File: src/rtl/tap_pkg.sv
// Shared TAP definitions: 4-bit state encoding (IEEE 1149.1 values) and
// the fixed instruction codes. BYPASS is all ones at whatever IR width is used.
package tap_pkg;

  typedef enum logic [3:0] {
    EXIT2_DR = 4'h0,
    EXIT1_DR = 4'h1,
    SHIFT_DR = 4'h2,
    PAUSE_DR = 4'h3,
    SEL_IR   = 4'h4,
    UPD_DR   = 4'h5,
    CAP_DR   = 4'h6,
    SEL_DR   = 4'h7,
    EXIT2_IR = 4'h8,
    EXIT1_IR = 4'h9,
    SHIFT_IR = 4'hA,
    PAUSE_IR = 4'hB,
    RTI      = 4'hC,
    UPD_IR   = 4'hD,
    CAP_IR   = 4'hE,
    TLR      = 4'hF
  } tap_state_e;

  localparam int unsigned INS_EXTEST = 0;
  localparam int unsigned INS_SAMPLE = 1;
  localparam int unsigned INS_IDCODE = 2;
  localparam int unsigned IDCODE_W   = 32;

endpackage

File: src/rtl/tap_ctrl_if.sv
// JTAG pins plus the boundary-cell control bundle of the TAP controller.
interface tap_ctrl_if #(
  parameter int IR_W = 4
);
  logic            tms;
  logic            tdi;
  logic            tdo;
  logic            tdo_en;
  logic            bsr_tdi;
  logic            bsr_tdo;
  logic            mode;
  logic            shift_dr;
  logic            clk_dr;
  logic            update_dr;
  logic [IR_W-1:0] ir_out;
  logic [3:0]      state_o;

  modport master (
    output tms, tdi, bsr_tdo,
    input  tdo, tdo_en, bsr_tdi, mode, shift_dr, clk_dr, update_dr, ir_out, state_o
  );

  modport slave (
    input  tms, tdi, bsr_tdo,
    output tdo, tdo_en, bsr_tdi, mode, shift_dr, clk_dr, update_dr, ir_out, state_o
  );
endinterface

File: src/rtl/tap_fsm.sv
// 16-state IEEE 1149.1 TAP state machine; the state register is the output.
module tap_fsm
  import tap_pkg::*;
(
  input  logic       iclk,
  input  logic       rst,
  input  logic       tms,
  output tap_state_e state
);

  tap_state_e state_q;

  always_ff @(posedge iclk) begin
    if (rst) begin
      state_q <= TLR;
    end else begin
      case (state_q)
        TLR:      state_q <= tms ? TLR      : RTI;
        RTI:      state_q <= tms ? SEL_DR   : RTI;
        SEL_DR:   state_q <= tms ? SEL_IR   : CAP_DR;
        CAP_DR:   state_q <= tms ? EXIT1_DR : SHIFT_DR;
        SHIFT_DR: state_q <= tms ? EXIT1_DR : SHIFT_DR;
        EXIT1_DR: state_q <= tms ? UPD_DR   : PAUSE_DR;
        PAUSE_DR: state_q <= tms ? EXIT2_DR : PAUSE_DR;
        EXIT2_DR: state_q <= tms ? UPD_DR   : SHIFT_DR;
        UPD_DR:   state_q <= tms ? SEL_DR   : RTI;
        SEL_IR:   state_q <= tms ? TLR      : CAP_IR;
        CAP_IR:   state_q <= tms ? EXIT1_IR : SHIFT_IR;
        SHIFT_IR: state_q <= tms ? EXIT1_IR : SHIFT_IR;
        EXIT1_IR: state_q <= tms ? UPD_IR   : PAUSE_IR;
        PAUSE_IR: state_q <= tms ? EXIT2_IR : PAUSE_IR;
        EXIT2_IR: state_q <= tms ? UPD_IR   : SHIFT_IR;
        UPD_IR:   state_q <= tms ? SEL_DR   : RTI;
        default:  state_q <= TLR;
      endcase
    end
  end

  assign state = state_q;

endmodule

File: src/rtl/tap_ctrl.sv
// JTAG TAP controller: instruction register, IDCODE and BYPASS data registers,
// and boundary-cell control decoded from the registered state and instruction.
module tap_ctrl
  import tap_pkg::*;
#(
  parameter int          IR_W   = 4,
  parameter logic [31:0] IDCODE = 32'h1000_0001
) (
  input  logic     iclk,
  input  logic     rst,
  tap_ctrl_if.slave bus
);

  localparam logic [IR_W-1:0] IR_EXTEST = IR_W'(INS_EXTEST);
  localparam logic [IR_W-1:0] IR_SAMPLE = IR_W'(INS_SAMPLE);
  localparam logic [IR_W-1:0] IR_IDCODE = IR_W'(INS_IDCODE);

  tap_state_e state;

  logic [IR_W-1:0]     ir_sr_q, ir_sr_d;
  logic [IR_W-1:0]     ir_q, ir_d;
  logic                byp_q, byp_d;
  logic [IDCODE_W-1:0] id_q, id_d;
  logic                sel_bsr, sel_id, sel_byp;

  tap_fsm u_fsm (
    .iclk  (iclk),
    .rst   (rst),
    .tms   (bus.tms),
    .state (state)
  );

  // Undefined codes fall through to BYPASS together with the all-ones code.
  assign sel_bsr = (ir_q == IR_EXTEST) || (ir_q == IR_SAMPLE);
  assign sel_id  = (ir_q == IR_IDCODE);
  assign sel_byp = !sel_bsr && !sel_id;

  always_comb begin
    ir_sr_d = ir_sr_q;
    ir_d    = ir_q;
    byp_d   = byp_q;
    id_d    = id_q;
    case (state)
      TLR:      ir_d    = IR_IDCODE;
      CAP_IR:   ir_sr_d = IR_W'(1);
      SHIFT_IR: ir_sr_d = {bus.tdi, ir_sr_q[IR_W-1:1]};
      UPD_IR:   ir_d    = ir_sr_q;
      CAP_DR: begin
        if (sel_id)  id_d  = IDCODE;
        if (sel_byp) byp_d = 1'b0;
      end
      SHIFT_DR: begin
        if (sel_id)  id_d  = {bus.tdi, id_q[IDCODE_W-1:1]};
        if (sel_byp) byp_d = bus.tdi;
      end
      default: ;
    endcase
  end

  always_ff @(posedge iclk) begin
    if (rst) begin
      ir_sr_q <= '0;
      ir_q    <= IR_IDCODE;
      byp_q   <= 1'b0;
      id_q    <= IDCODE;
    end else begin
      ir_sr_q <= ir_sr_d;
      ir_q    <= ir_d;
      byp_q   <= byp_d;
      id_q    <= id_d;
    end
  end

  always_comb begin
    bus.tdo = 1'b0;
    case (state)
      SHIFT_IR: bus.tdo = ir_sr_q[0];
      SHIFT_DR: bus.tdo = sel_bsr ? bus.bsr_tdo : (sel_id ? id_q[0] : byp_q);
      default:  ;
    endcase
  end

  // Decodes of the current state: boundary cells act on the edge leaving it.
  assign bus.tdo_en    = (state == SHIFT_DR) || (state == SHIFT_IR);
  assign bus.shift_dr  = (state == SHIFT_DR);
  assign bus.clk_dr    = sel_bsr && ((state == CAP_DR) || (state == SHIFT_DR));
  assign bus.update_dr = sel_bsr && (state == UPD_DR);
  assign bus.mode      = (ir_q == IR_EXTEST);
  assign bus.bsr_tdi   = bus.tdi;
  assign bus.ir_out    = ir_q;
  assign bus.state_o   = state;

endmodule

File: src/flat_wrapper.sv
// flat-port wrapper written by rule: the top's interface ports become plain ports
module tap_ctrl_flat import tap_pkg::*;
#(
  parameter int          IR_W   = 4,
  parameter logic [31:0] IDCODE = 32'h1000_0001
)
  (iclk, rst, bus_tms, bus_tdi, bus_bsr_tdo, bus_tdo, bus_tdo_en, bus_bsr_tdi, bus_mode, bus_shift_dr, bus_clk_dr, bus_update_dr, bus_ir_out, bus_state_o);
  tap_ctrl_if #(.IR_W(IR_W)) bus_i ();
  input  logic iclk;
  input  logic rst;
  input wire logic [$bits(bus_i.tms)-1:0] bus_tms;
  input wire logic [$bits(bus_i.tdi)-1:0] bus_tdi;
  input wire logic [$bits(bus_i.bsr_tdo)-1:0] bus_bsr_tdo;
  output wire logic [$bits(bus_i.tdo)-1:0] bus_tdo;
  output wire logic [$bits(bus_i.tdo_en)-1:0] bus_tdo_en;
  output wire logic [$bits(bus_i.bsr_tdi)-1:0] bus_bsr_tdi;
  output wire logic [$bits(bus_i.mode)-1:0] bus_mode;
  output wire logic [$bits(bus_i.shift_dr)-1:0] bus_shift_dr;
  output wire logic [$bits(bus_i.clk_dr)-1:0] bus_clk_dr;
  output wire logic [$bits(bus_i.update_dr)-1:0] bus_update_dr;
  output wire logic [$bits(bus_i.ir_out)-1:0] bus_ir_out;
  output wire logic [$bits(bus_i.state_o)-1:0] bus_state_o;
  assign bus_i.tms = bus_tms;
  assign bus_i.tdi = bus_tdi;
  assign bus_i.bsr_tdo = bus_bsr_tdo;
  assign bus_tdo = bus_i.tdo;
  assign bus_tdo_en = bus_i.tdo_en;
  assign bus_bsr_tdi = bus_i.bsr_tdi;
  assign bus_mode = bus_i.mode;
  assign bus_shift_dr = bus_i.shift_dr;
  assign bus_clk_dr = bus_i.clk_dr;
  assign bus_update_dr = bus_i.update_dr;
  assign bus_ir_out = bus_i.ir_out;
  assign bus_state_o = bus_i.state_o;
  tap_ctrl #(.IR_W(IR_W), .IDCODE(IDCODE)) u_core (.iclk(iclk), .rst(rst), .bus(bus_i));
endmodule
File: config.mk
export PLATFORM = sky130hd
export DESIGN_NAME = tap_ctrl_flat
export DESIGN_NICKNAME = d
export VERILOG_FILES = /design/src/rtl/tap_pkg.sv /design/src/rtl/tap_ctrl_if.sv /design/src/rtl/tap_fsm.sv /design/src/rtl/tap_ctrl.sv /design/src/flat_wrapper.sv
export SDC_FILE = /design/constraint.sdc
export NUM_CORES = 1
export LEC_CHECK = 0
export CAP_MARGIN = 10
export CORE_AREA = 5 5 105 82
export CTS_CLUSTER_DIAMETER = 30
export DETAILED_ROUTE_END_ITERATION = 8
export DIE_AREA = 0 0 110 87
export SYNTH_ARGS = -nofsm -noshare
export SYNTH_HDL_FRONTEND = slang
export SYNTH_SLANG_ARGS = --single-unit
File: constraint.sdc
create_clock -name iclk -period 1.6 [get_ports iclk]
set_clock_uncertainty 0.15 [all_clocks]
set_input_delay 0.16 -clock iclk [delete_from_list [all_inputs] [get_ports iclk]]
set_output_delay 0.16 -clock iclk [all_outputs]
set_load 0.02 [all_outputs]
# Word level (Yosys, flattened, before mapping)
# Cells that the tools add are included.
dict set report op_classes {
  eq_ne 21
  n_mux 24
  n_reduce_logical 18
}
# op n
set ops {}
lappend ops {{$mux 32} 2}
lappend ops {{$pmux 32 s2} 1}
lappend ops {{$pmux 4 s12} 1}
lappend ops {{$eq 4x4->1 const B} 8}
lappend ops {{$eq 4x3->1 const B} 4}
lappend ops {{$pmux 4 s2} 2}
lappend ops {{$eq 4x2->1 const B} 3}
lappend ops {{$mux 2} 6}
lappend ops {{$mux 3} 4}
lappend ops {{$eq 4x1->1 const B} 2}
lappend ops {{$logic_not 4->1} 2}
lappend ops {{$ne 2x1->1 const B} 4}
lappend ops {{$reduce_and 3->1} 2}
lappend ops {{$reduce_bool 2->1} 3}
lappend ops {{$mux 1} 5}
lappend ops {{$mux 4} 1}
lappend ops {{$pmux 1 s2} 2}
lappend ops {{$reduce_or 2->1} 2}
lappend ops {{$logic_and 1x1->1} 3}
lappend ops {{$logic_or 1x1->1} 3}
lappend ops {{$reduce_or 3->1} 1}
lappend ops {{$logic_not 1->1} 2}
dict set report totals {
  ff_bits 45
  inputBits 5
}

# Logic depth before layout (Yosys ltp)
dict set report logic_depth {
  word_depth 6
  depth_mapped 5
  depth_no_buf 3
}

# Hierarchy
# A second synthesis with hierarchy kept.
dict set report unflattened {
  hier_cells 234
  hier_area_um2 2137.0
}
# mod instances cells_per_inst area_each_um2 seq_area_each_um2
set by_module_without_submodules {}
lappend by_module_without_submodules {tap_ctrl 1 212 1946.9 820.8}
lappend by_module_without_submodules {tap_fsm 1 22 190.2 80.1}

# Worst setup path before layout
# No wires, ideal clock.
dict set report synth_timing {
  kind {register to output}
  from {reg u_core.u_fsm.state_q[1] (netlist: u_core.u_fsm.state[1])}
  to {out bus_tdo}
  t_arrival_ns 1.879
  required_time_ns 1.290
  slack_ns -0.589
  path_stages_with_launch 5
  path_buffers 1
  cell_sequence {dfxtp_1 -> buf_2 -> nor3b_1 -> o21ai_0 -> a21oi_1}
}
dict set report synth_via {
  elab_chain_cells 2
  elab_cells_between_ends 3
  classes_between {2 x eq/ne; 1 x mux}
}
# element line
set synth_rtl {}
lappend synth_rtl {{start: declaration} tap_fsm.sv:11} ;# tap_state_e state_q;
lappend synth_rtl {{start signal: assignment} tap_fsm.sv:18} ;# TLR: state_q <= tms ? TLR : RTI;
lappend synth_rtl {{start signal: assignment} tap_fsm.sv:19} ;# RTI: state_q <= tms ? SEL_DR : RTI;
lappend synth_rtl {{start signal: assignment} tap_fsm.sv:20} ;# SEL_DR: state_q <= tms ? SEL_IR : CAP_DR;
lappend synth_rtl {{$eq 4x2->1 / $eq 4x4->1 (equally long branches)} tap_ctrl.sv:76} ;# case (state)
lappend synth_rtl {{$pmux 1 s2 (*)} tap_ctrl.sv:76}
lappend synth_rtl {{end: declaration} flat_wrapper.sv:14} ;# output wire logic [$bits(bus_i.tdo)-1:0] bus_tdo;
# Mark *: on every way between the ends. The rest lies on a longest branch, timed or not.

# Final worst setup path
dict set report layout_timing {
  from {reg u_core.ir_q[3] (netlist: u_core.bus.ir_out[3])}
  to {reg u_core.id_q[8]}
}
dict set report layout_via {
  elab_chain_cells 3
  elab_cells_between_ends 4
  classes_between {3 x eq/ne; 1 x reduce/logical}
}
# element line
set layout_rtl {}
lappend layout_rtl {{start: declaration} tap_ctrl.sv:21} ;# logic [IR_W-1:0] ir_q, ir_d;
lappend layout_rtl {{start signal: assignment} tap_ctrl.sv:68} ;# ir_q <= ir_d;
lappend layout_rtl {{$eq 4x2->1 (*)} tap_ctrl.sv:35} ;# assign sel_id = (ir_q == IR_IDCODE);
lappend layout_rtl {{$ne 2x1->1 (no line)} n/a}
lappend layout_rtl {{$reduce_and 3->1 (no line) (*)} n/a}
lappend layout_rtl {{end signal: assignment} tap_ctrl.sv:70} ;# id_q <= id_d;
lappend layout_rtl {{end: declaration} tap_ctrl.sv:23} ;# logic [IDCODE_W-1:0] id_q, id_d;
# Marked as above.
# A chain may end at the register's enable or synchronous reset.

==> results_dict.tcl <==
set metrics [dict create \
    cts_root_buffer "clkbuf_8" \
    finalNonFillerCells 371 \
    worstPathRequired_ps 1630 \
    grt_start_max_net_pins 37 \
    diodes 0 \
    synth_top_area_frac 0.4159 \
    cts.htree.levels 2 \
    fmax_ghz 0.5650 \
    reg2reg_from "u_core.bus.ir_out[3]" \
    period_share 1.106 \
    placed_cells 361 \
    rows 28 \
    die_width_um 110 \
    fin_ws_ps -169.8 \
    dpl.hpwl_mm 2.976 \
    vias 1857 \
    crit_fanout 32 \
    core_sq_um 7602 \
    syn_to_final_growth_pct 31.14 \
    rr_worst_depth 6 \
    synth_ff_type "dfxtp_1" \
    worstSetupPathType "reg -> reg" \
    wl_per_cell_um 13.82 \
    drive_gt1_frac 0.3120 \
    grt_usage 0.1031 \
    syn_nets 239 \
    start_kind "register" \
    port_buffers 19 \
    die_y_um 87 \
    grt_pass1_wl_mm 8.093 \
    status "complete, but fails checks" \
    fin_nets 271 \
    maxSlewViolCount 0 \
    hold_buffers 0 \
    gp_congestion 0.7800 \
    io_pins 20 \
    rr_endpoint "u_core.id_q[8]" \
    slowest_delay_ps 490 \
    synth_seq_cells 45 \
    cts_tree "yes" \
    clock_path_buffers 2 \
    worst_pin_slew_ps 444.2 \
    synthCells 234 \
    synth_top_area_cell "dfxtp_1" \
    leakagePower_nw 0.9954 \
    slew_headroom 0.7039 \
    synth_area_sq_um 2166 \
    cts_buffers 5 \
    holdPathStages 2 \
    endpoint_kind "register" \
    initial_core_util 0.2849 \
    maxCapViolations 0 \
    fillers 780 \
    first_pass_iters 5 \
    ir_drop_v 0.0003412 \
    avgSynthCellArea_sq_um 9.256 \
    yosysSeqAreaShare 0.4159 \
    grt_pass1_vias 1672 \
    violations "setup timing" \
    synth-edff-count 0 \
    synthArstFlopShare 0 \
    path_cells "buf_4, buf_4, or4b_4, buf_12, o21ai_1, a21oi_1" \
    rsz0062_at_grt "true" \
    setup_viol_count_final 35 \
    antenna_left 0 \
    synthTopCellsByArea "dfxtp_1 42%, nand4b_1 12%, a21oi_1 9.9%" \
    hold_class "reg -> reg" \
    dieArea_sq_um 9570 \
    power.density_nw_per_um2 891.3 \
    critical_path_arrival_ps 1800 \
    remaining_drc_errors 0 \
    antenna_found_initial 0 \
    clk_pin_slew_ps 80 \
    layout_min_cycle_time_ps 1770 \
    critical_path.most_common_cell "buf_4" \
    viasPerCell 5.005 \
    regToRegSetupSlack_ps -170 \
    drt_iter0_markers 185 \
    hold_end "u_core.id_q[22]" \
    totalWireLength_mm 5.129 \
    holdCritStartpoint "u_core.id_q[22]" \
    cp_slowest_cell "or4b_4" \
    insertion_delay_ps 290 \
    yosys_warnings 0 \
    gr-total-overflow 0 \
    hold_viol 0 \
    tns_ps -4942 \
    yosysUniqueCellTypes 38 \
    cts_sinks 45 \
]
flip-flops by register name, summed over array words and instances, names as in the netlist:
| name | flops |
|---|---|
| u_core.bus.ir_out | 4 |
| u_core.byp_q | 1 |
| u_core.id_q | 32 |
| u_core.ir_sr_q | 4 |
| u_core.u_fsm.state | 4 |
cells in the mapped netlist, types with 2 or more instances:
library cell  number
nor2_1             5
nand3b_1           7
dfxtp_1           45
o21ai_0            4
clkbuf_1          10
buf_4              3
buf_6              3
a211o_1            2
nor4_4             2
nand2_1            9
a21oi_1           43
o21ai_2           10
o21bai_1           3
nor3_1             3
nand3_1            5
a21bo_2            2
buf_2              7
nand2b_1           2
nand4b_1          29
clkbuf_8           3
nor2b_1            2
o21ai_1           19
critical path: cells and delay by family (launching register included):
kind                   cells  cell delay (ps)
AOI/OAI and AO/OA          2              220
DFF                        1              310
buffers and inverters      3              470
and+or+nand+nor            1              490
where the power goes:
group | switching (mW) | internal (mW)
Clock | 0.370 | 0.454
Combinational | 0.298 | 0.247
Sequential | 0.0202 | 1.14
metrics by stage:
stage	hold slack [ps]	area (sq um)	util	setup slack [ps]	total power [mW]
final	310.0	2840	0.3736	-169.8	2.532
after global placement	295.9	2635	0.3466	-436.0	1.704
after detailed placement	302.9	2635	0.3466	-442.5	1.713
after CTS	313.5	2746	0.3613	-201.0	2.533
after floorplan	147.8	2212	-	-62.64	1.526
after global routing	328.9	2840	0.3736	-258.7	2.633
how the worst max path moves through the flow:
stage / start / end / slack (ps) / cells past startpoint
2_1_floorplan: u_core.u_fsm.state[2] / bus_tdo / -60 / 4
3_3_place_gp: bus_bsr_tdo / bus_tdo / -440 / 5
3_5_place_dp: bus_bsr_tdo / bus_tdo / -440 / 5
4_1_cts: u_core.bus.ir_out[1] / bus_tdo / -200 / 5
5_1_grt: u_core.bus.ir_out[3] / u_core.id_q[28] / -260 / 6
6_report: u_core.bus.ir_out[3] / u_core.id_q[8] / -170 / 6
cell type report:
class                           instances  area (sq um)  area share
Clock buffer                            5         68.82     0.02423
Timing Repair Buffer                   51         516.7      0.1819
Inverter                                1         3.754    0.001322
Sequential cell                        45         912.1      0.3211
Tap cell                              105         131.4     0.04626
Multi-Input combinational cell        162          1172      0.4128
Clock inverter                          2         35.03     0.01233
per-layer routing:
layer	track usage	vias to the layer above	share of wire
li1	-	929	-
met4	0.02718	0	0.0094
met3	0.02446	5	0.041
met1	0.1452	879	0.49
met2	0.1575	44	0.46
met5	0	-	0
cell families after synthesis:
kind of cell | count (synthesis) | share of synthesized area
flip-flops | 45 | 0.4159
AO/OA/AOI/OAI | 86 | 0.2345
buffers and inverters | 27 | 0.08030
multiplexers | 1 | 0.004622
AND/OR/NAND/NOR | 75 | 0.2646
layout by cell type, fill, tap and decap left out, drive strengths merged, types with 3 or more instances in the layout:
cell,Yosys,routed
buf,13,37
o21ai,33,33
dfxtp,45,45
nor2,5,5
clkdlybuf4s50,0,5
nand3,5,5
a211o,3,3
dlygate4sd2,0,6
o21bai,3,3
a21oi,43,43
nand3b,7,7
nand4b,29,29
nand2,9,9
nor3,3,3
nor4,3,3
clkbuf,13,6
timing repair:
item	CTS	global route
pin swaps	1	3
setup endpoints to repair	46	42
gates resized for setup	47	17
setup buffers	0	2
gates cloned	0	1
(Power assumes the default switching activity.)
